`config.mk`:
```
export PLATFORM = sky130hd
export DESIGN_NAME = alu_share_arbiter
export DESIGN_NICKNAME = d
export VERILOG_FILES = /design/src/rtl/alu_share_pkg.sv /design/src/rtl/alu.sv /design/src/rtl/alu_share_arbiter_rr_arb2.sv /design/src/rtl/alu_share_arbiter.sv
export SDC_FILE = /design/constraint.sdc
export NUM_CORES = 1
export LEC_CHECK = 0
export CELL_PAD_IN_SITES_DETAIL_PLACEMENT = 0
export CELL_PAD_IN_SITES_GLOBAL_PLACEMENT = 1
export CORE_MARGIN = 5
export CORE_UTILIZATION = 30
export DETAILED_ROUTE_END_ITERATION = 12
export PLACE_DENSITY_LB_ADDON = 0.1
export SETUP_SLACK_MARGIN = 0.2
export SLEW_MARGIN = 20
export SYNTH_ARGS = -nofsm -noshare
export SYNTH_HDL_FRONTEND = slang
export SYNTH_SLANG_ARGS = --single-unit
export TNS_END_PERCENT = 50
```
`constraint.sdc`:
```
create_clock -name clk -period 7.6 [get_ports clk]
set_input_delay 1.52 -clock clk [delete_from_list [all_inputs] [get_ports clk]]
set_output_delay 1.52 -clock clk [all_outputs]
set_load 0.005 [all_outputs]
```
`src/rtl/alu_share_pkg.sv`:
```
// alu_share_pkg: ALU opcodes, port ids and FSM state type for alu_share_arbiter
package alu_share_pkg;
  localparam logic [3:0] ALU_AND = 4'b0000;
  localparam logic [3:0] ALU_OR  = 4'b0001;
  localparam logic [3:0] ALU_ADD = 4'b0010;
  localparam logic [3:0] ALU_SUB = 4'b0100;
  localparam logic [3:0] ALU_SLT = 4'b1000;
  localparam logic PORT_INT = 1'b0;
  localparam logic PORT_BR  = 1'b1;
  typedef enum logic {EMPTY, FULL} state_t;
endpackage

```
`src/rtl/alu.sv`:
```
// alu: combinational AND/OR/ADD/SUB/signed-SLT unit (in1_i, in2_i, ctrl_i -> result_o, zero_o); other codes give 0
module alu import alu_share_pkg::*; #(
  parameter int WIDTH  = 32,
  parameter int CTRL_W = 4
) (
  input  logic [WIDTH-1:0]  in1_i,
  input  logic [WIDTH-1:0]  in2_i,
  input  logic [CTRL_W-1:0] ctrl_i,
  output logic [WIDTH-1:0]  result_o,
  output logic              zero_o
);
  logic slt;
  assign slt = $signed(in1_i) < $signed(in2_i);
  assign result_o = ctrl_i == ALU_AND ? in1_i & in2_i :
                    ctrl_i == ALU_OR  ? in1_i | in2_i :
                    ctrl_i == ALU_ADD ? in1_i + in2_i :
                    ctrl_i == ALU_SUB ? in1_i - in2_i :
                    ctrl_i == ALU_SLT ? {{(WIDTH-1){1'b0}}, slt} : '0;
  assign zero_o = result_o == '0;
endmodule

```
`src/rtl/alu_share_arbiter_rr_arb2.sv`:
```
// rr_arb2: two-request round-robin, one-hot gnt_o from req_i, favouring the port not named by last_i
module rr_arb2 (
  input  logic [1:0] req_i,
  input  logic       last_i,
  output logic [1:0] gnt_o
);
  assign gnt_o = &req_i ? (last_i ? 2'b01 : 2'b10) : req_i;
endmodule

```
`src/rtl/alu_share_arbiter.sv`:
```
// alu_share_arbiter: round-robin shares one alu between two valid/ready request ports, one owner-tagged registered result slot with op_count
module alu_share_arbiter import alu_share_pkg::*; #(
  parameter int WIDTH  = 32,
  parameter int CTRL_W = 4
) (
  input  logic              clk,
  input  logic              rst,
  input  logic [1:0]        req_valid,
  output logic [1:0]        req_ready,
  input  logic [WIDTH-1:0]  req_in1_0,
  input  logic [WIDTH-1:0]  req_in1_1,
  input  logic [WIDTH-1:0]  req_in2_0,
  input  logic [WIDTH-1:0]  req_in2_1,
  input  logic [CTRL_W-1:0] req_ctrl_0,
  input  logic [CTRL_W-1:0] req_ctrl_1,
  output logic [1:0]        rsp_valid,
  input  logic [1:0]        rsp_ready,
  output logic [WIDTH-1:0]  rsp_result,
  output logic              rsp_zero,
  output logic [15:0]       op_count
);
  state_t state_q, state_d;
  logic owner_q, owner_d, last_q, last_d, zero_q, zero_d;
  logic [WIDTH-1:0] result_q, result_d, alu_res;
  logic [15:0] cnt_q, cnt_d;
  logic [1:0] gnt;
  logic sel, drain, free, accept, alu_zero;
  rr_arb2 u_arb (.req_i(req_valid), .last_i(last_q), .gnt_o(gnt));
  assign sel = gnt[PORT_BR];
  alu #(.WIDTH(WIDTH), .CTRL_W(CTRL_W)) u_alu (
    .in1_i   (sel ? req_in1_1 : req_in1_0),
    .in2_i   (sel ? req_in2_1 : req_in2_0),
    .ctrl_i  (sel ? req_ctrl_1 : req_ctrl_0),
    .result_o(alu_res),
    .zero_o  (alu_zero)
  );
  assign drain = state_q == FULL && rsp_ready[owner_q];
  assign free = state_q == EMPTY || rsp_ready[owner_q];
  assign req_ready = free && !rst ? gnt : 2'b00;
  assign accept = |req_ready;
  always_comb begin
    state_d = accept ? FULL : drain ? EMPTY : state_q;
    owner_d = accept ? sel : owner_q;
    last_d = accept ? sel : last_q;
    result_d = accept ? alu_res : result_q;
    zero_d = accept ? alu_zero : zero_q;
    cnt_d = drain ? cnt_q + 16'd1 : cnt_q;
  end
  always_ff @(posedge clk or posedge rst) begin
    if (rst) begin
      state_q <= EMPTY;
      owner_q <= PORT_INT;
      last_q <= PORT_BR;
      result_q <= '0;
      zero_q <= 1'b0;
      cnt_q <= '0;
    end else begin
      state_q <= state_d;
      owner_q <= owner_d;
      last_q <= last_d;
      result_q <= result_d;
      zero_q <= zero_d;
      cnt_q <= cnt_d;
    end
  end
  assign rsp_valid = state_q == FULL ? (owner_q ? 2'b10 : 2'b01) : 2'b00;
  assign rsp_result = result_q;
  assign rsp_zero = zero_q;
  assign op_count = cnt_q;
endmodule
```
==> flow_summary.toml <==
[sta]
setup_viol = 0
min_period_ns = 6.74
slew_headroom = 0.353
skew_ns = 0.00468
grt_setup_unrepaired = "no"
drv_slew = 0
final.period_utilization = 0.887
tightest_slew_ns = 0.952
fmax_ghz = 0.148
hold_slack_ns = 0.468
timing.setup.tns_ns = 0
hold_viol = 0

[pwr]
power.share.switching = 0.497
p_leak_nw = 4.87
cellPowerDensity_nw_per_um2 = 225
p_clk_frac = 0.094
p_comb_frac = 0.729
peakVddDrop_mv = 0.0934
p_int_mw = 1.23
pwr-share-seq = 0.178
netSwitchingPower_mw = 1.22

[job]
cap_violations = 0

[logic_synthesis]
synth-seq-cells = 52
yosys.area.top_type_share = 0.152
synth_nets = 1462
synth_common_cells = "nand2_1 (258), nor2_1 (100), ha_1 (97), inv_1 (97), a21oi_1 (73)"
synthMostInstantiatedCell = "nand2_1"
ys_types = 88
synth-edff-count = 0
yosysWarnings = 0
async_reset_ff_frac = 1.00
synthTopCellsByArea = "dfrtp_1 (15%), ha_1 (14%), nand2_1 (12%)"
seq_area_frac_synth = 0.155
synth_cells = 1223
synth_area_per_cell_um2 = 6.86
netlist_area_um2 = 8380
ys.flop_type = "dfrtp_1"
yosysTopAreaCell = "dfrtp_1"

[clocking]
clock_sinks = 52
cts_buffers = 5
postCtsSetupBuffers = 0
root_buffer = "clkbuf_16"
clock_latency_ns = 0.29
htree_num_levels = 2
tritoncts = "done"
clock_path_buffers = 2
cts_hold_buf = 0
post_cts_resized = 0
clkTransAtPathRegs_ns = 0.07

[floorplanning]
io_pins = 195
rows = 61
die_h_um = 177
initial_utilization = 0.303
fp.dieW_um = 177
core_area_um2 = 27700
dieArea_um2 = 31400

[routing]
drt-initial-drc-count = 728
vias_per_cell = 5.23
ant_nets = 0
wl_met2_mm = 15.0
m1WireLength_mm = 15.7
remaining_drc_errors = 0
wl_met3_mm = 1.76
finalWirelength_mm = 32.8
vias = 9198
top_layer = "met4"
wire_per_inst_um = 18.6
drt_first_pass_iters = 5

[critical_path]
timing.rr.start = "last_q"
max_stage_delay_ns = 0.62
path_class = "input pin to register"
worstReg2RegEnd = "rsp_zero"
arrival_ns = 6.97
cp-start-kind = "input pin"
critical_path.slowest_cell = "o41ai_1"
path_cells = "clkdlybuf4s50_1 -> a21boi_4 -> buf_4 -> nand2_1 -> and2_1 -> ha_1 -> inv_1 -> nor3_1 -> o41ai_1 -> o211ai_1 -> a221oi_2 -> or2_2 -> xnor2_1 -> a211oi_1 -> and4_1 -> nand4_1 -> a211oi_2 -> a32o_1"
reg2regPathDepth = 17
reg2reg_slack_ns = 2.27
endpoint = "rsp_zero"
worstSetupEndpointType = "register"
worstPathRequired_ns = 7.83
startpoint = "req_valid[1]"
cp_max_fo = 30

[cells_and_area]
antenna_cells = 0
drive_gt1_frac = 0.0550
fin_nets = 1619
area_delta_synth_final_pct = 29.4
fillers = 2979

[global_route]
grt_use_total = 0.200
grt_max_degree = 53
grt_pass1_wl_mm = 50.7
grt_pass1_vias = 8801
antenna_found_initial = 0
grt_overflow = 0

[worst_hold_path]
hp-class = "register to register"
whs_path_depth = 1

[status]
status = "completed"

[placement]
routabilityCongestion = 0.908
hpwlAfterDp_mm = 26.1
portBuffers = 194
==> per-stage QoR <==
stage	utilization	cell area, um^2	setup slack [ns]	power (mW)	cells
after floorplan	-	8380	1.96	1.54	1223
after global placement	0.386	10700	0.636	2.21	1751
after detailed placement	0.386	10700	0.622	2.21	1751
after CTS	0.392	10900	0.917	2.45	1759
after global routing	0.392	10900	0.577	2.66	1759
final	0.392	10900	0.862	2.45	1759
==> worst max-delay path, delay by kind of cell <==
family	cells	cell delay, ns
buffers and inverters	3	1.25
AO/OA/AOI/OAI	7	2.64
adder cells (fa/ha/maj)	1	0.47
AND/OR/NAND/NOR	6	0.98
XOR/XNOR	1	0.06
==> power groups by stage <==
stage	Clock, mW	Sequential, mW	Combinational [mW]
2_1_floorplan	0	0.432	1.11
3_3_place_gp	0	0.437	1.78
3_5_place_dp	0	0.443	1.77
4_1_cts	0.241	0.437	1.78
5_1_grt	0.251	0.449	1.96
6_report	0.229	0.434	1.78
==> layout make-up <==
type,count,area (um^2),area share
timing repair buffer,212,2080,0.191
clock inverter,3,21.3,0.00196
multi-input combinational,1012,6490,0.598
sequential,52,1300,0.120
tap,378,473,0.0436
clock buffer,5,125,0.0115
inverter,97,364,0.0336
==> per-layer routing <==
layer | up-vias | track usage
li1 | 4580 | -
met1 | 4339 | 0.289
met2 | 259 | 0.338
met3 | 20 | 0.0162
met4 | 0 | 0.0193
met5 | - | 0
==> flip-flops by register name, summed over array words and instances, names as in the netlist <==
signal,flops
op_count,16
last_q,1
state_q,1
rsp_zero,1
owner_q,1
rsp_result,32
==> worst min path at each step <==
stage	from	to	slack, ns
global placement	op_count[15]	op_count[15]	0.46
CTS	op_count[15]	op_count[15]	0.48
floorplan	op_count[15]	op_count[15]	0.47
detailed placement	op_count[15]	op_count[15]	0.47
finish	op_count[15]	op_count[15]	0.47
global route	rsp_result[22]	rsp_result[22]	0.51
==> cell families after synthesis <==
kind of cell,share of synthesized area
buf+inv,0.0739
flops,0.155
fa+ha+maj,0.145
compound gates,0.258
simple gates,0.297
mux,0.0404
xor+xnor,0.0303
==> cell usage in the layout, fill, tap and decap left out, types with 5 or more instances in the layout <==
cell type          n
nand2_1          258
clkdlybuf4s50_1  194
nor2_1           100
ha_1              97
inv_1             96
a21oi_1           73
o21ai_0           55
dfrtp_1           51
and2_1            37
nor3_1            28
nand3_1           26
xnor2_1           21
buf_4             18
a21o_1            17
a211oi_1          17
a31oi_1           16
o211ai_1          14
nand4_1           12
nand2b_1          12
mux2i_1           11
nor4_1            11
nor2b_1           10
mux2_2            10
and3_1             9
or2_2              8
nor4b_1            8
o21a_1             8
o31ai_1            8
a221oi_1           8
xor2_1             8
a21boi_0           7
o21bai_1           7
mux2i_2            6
a211o_1            5
o221ai_1           5
or3_1              5
o21ai_1            5
clkbuf_16          5
Note: power is estimated with default switching activity, not from simulation.
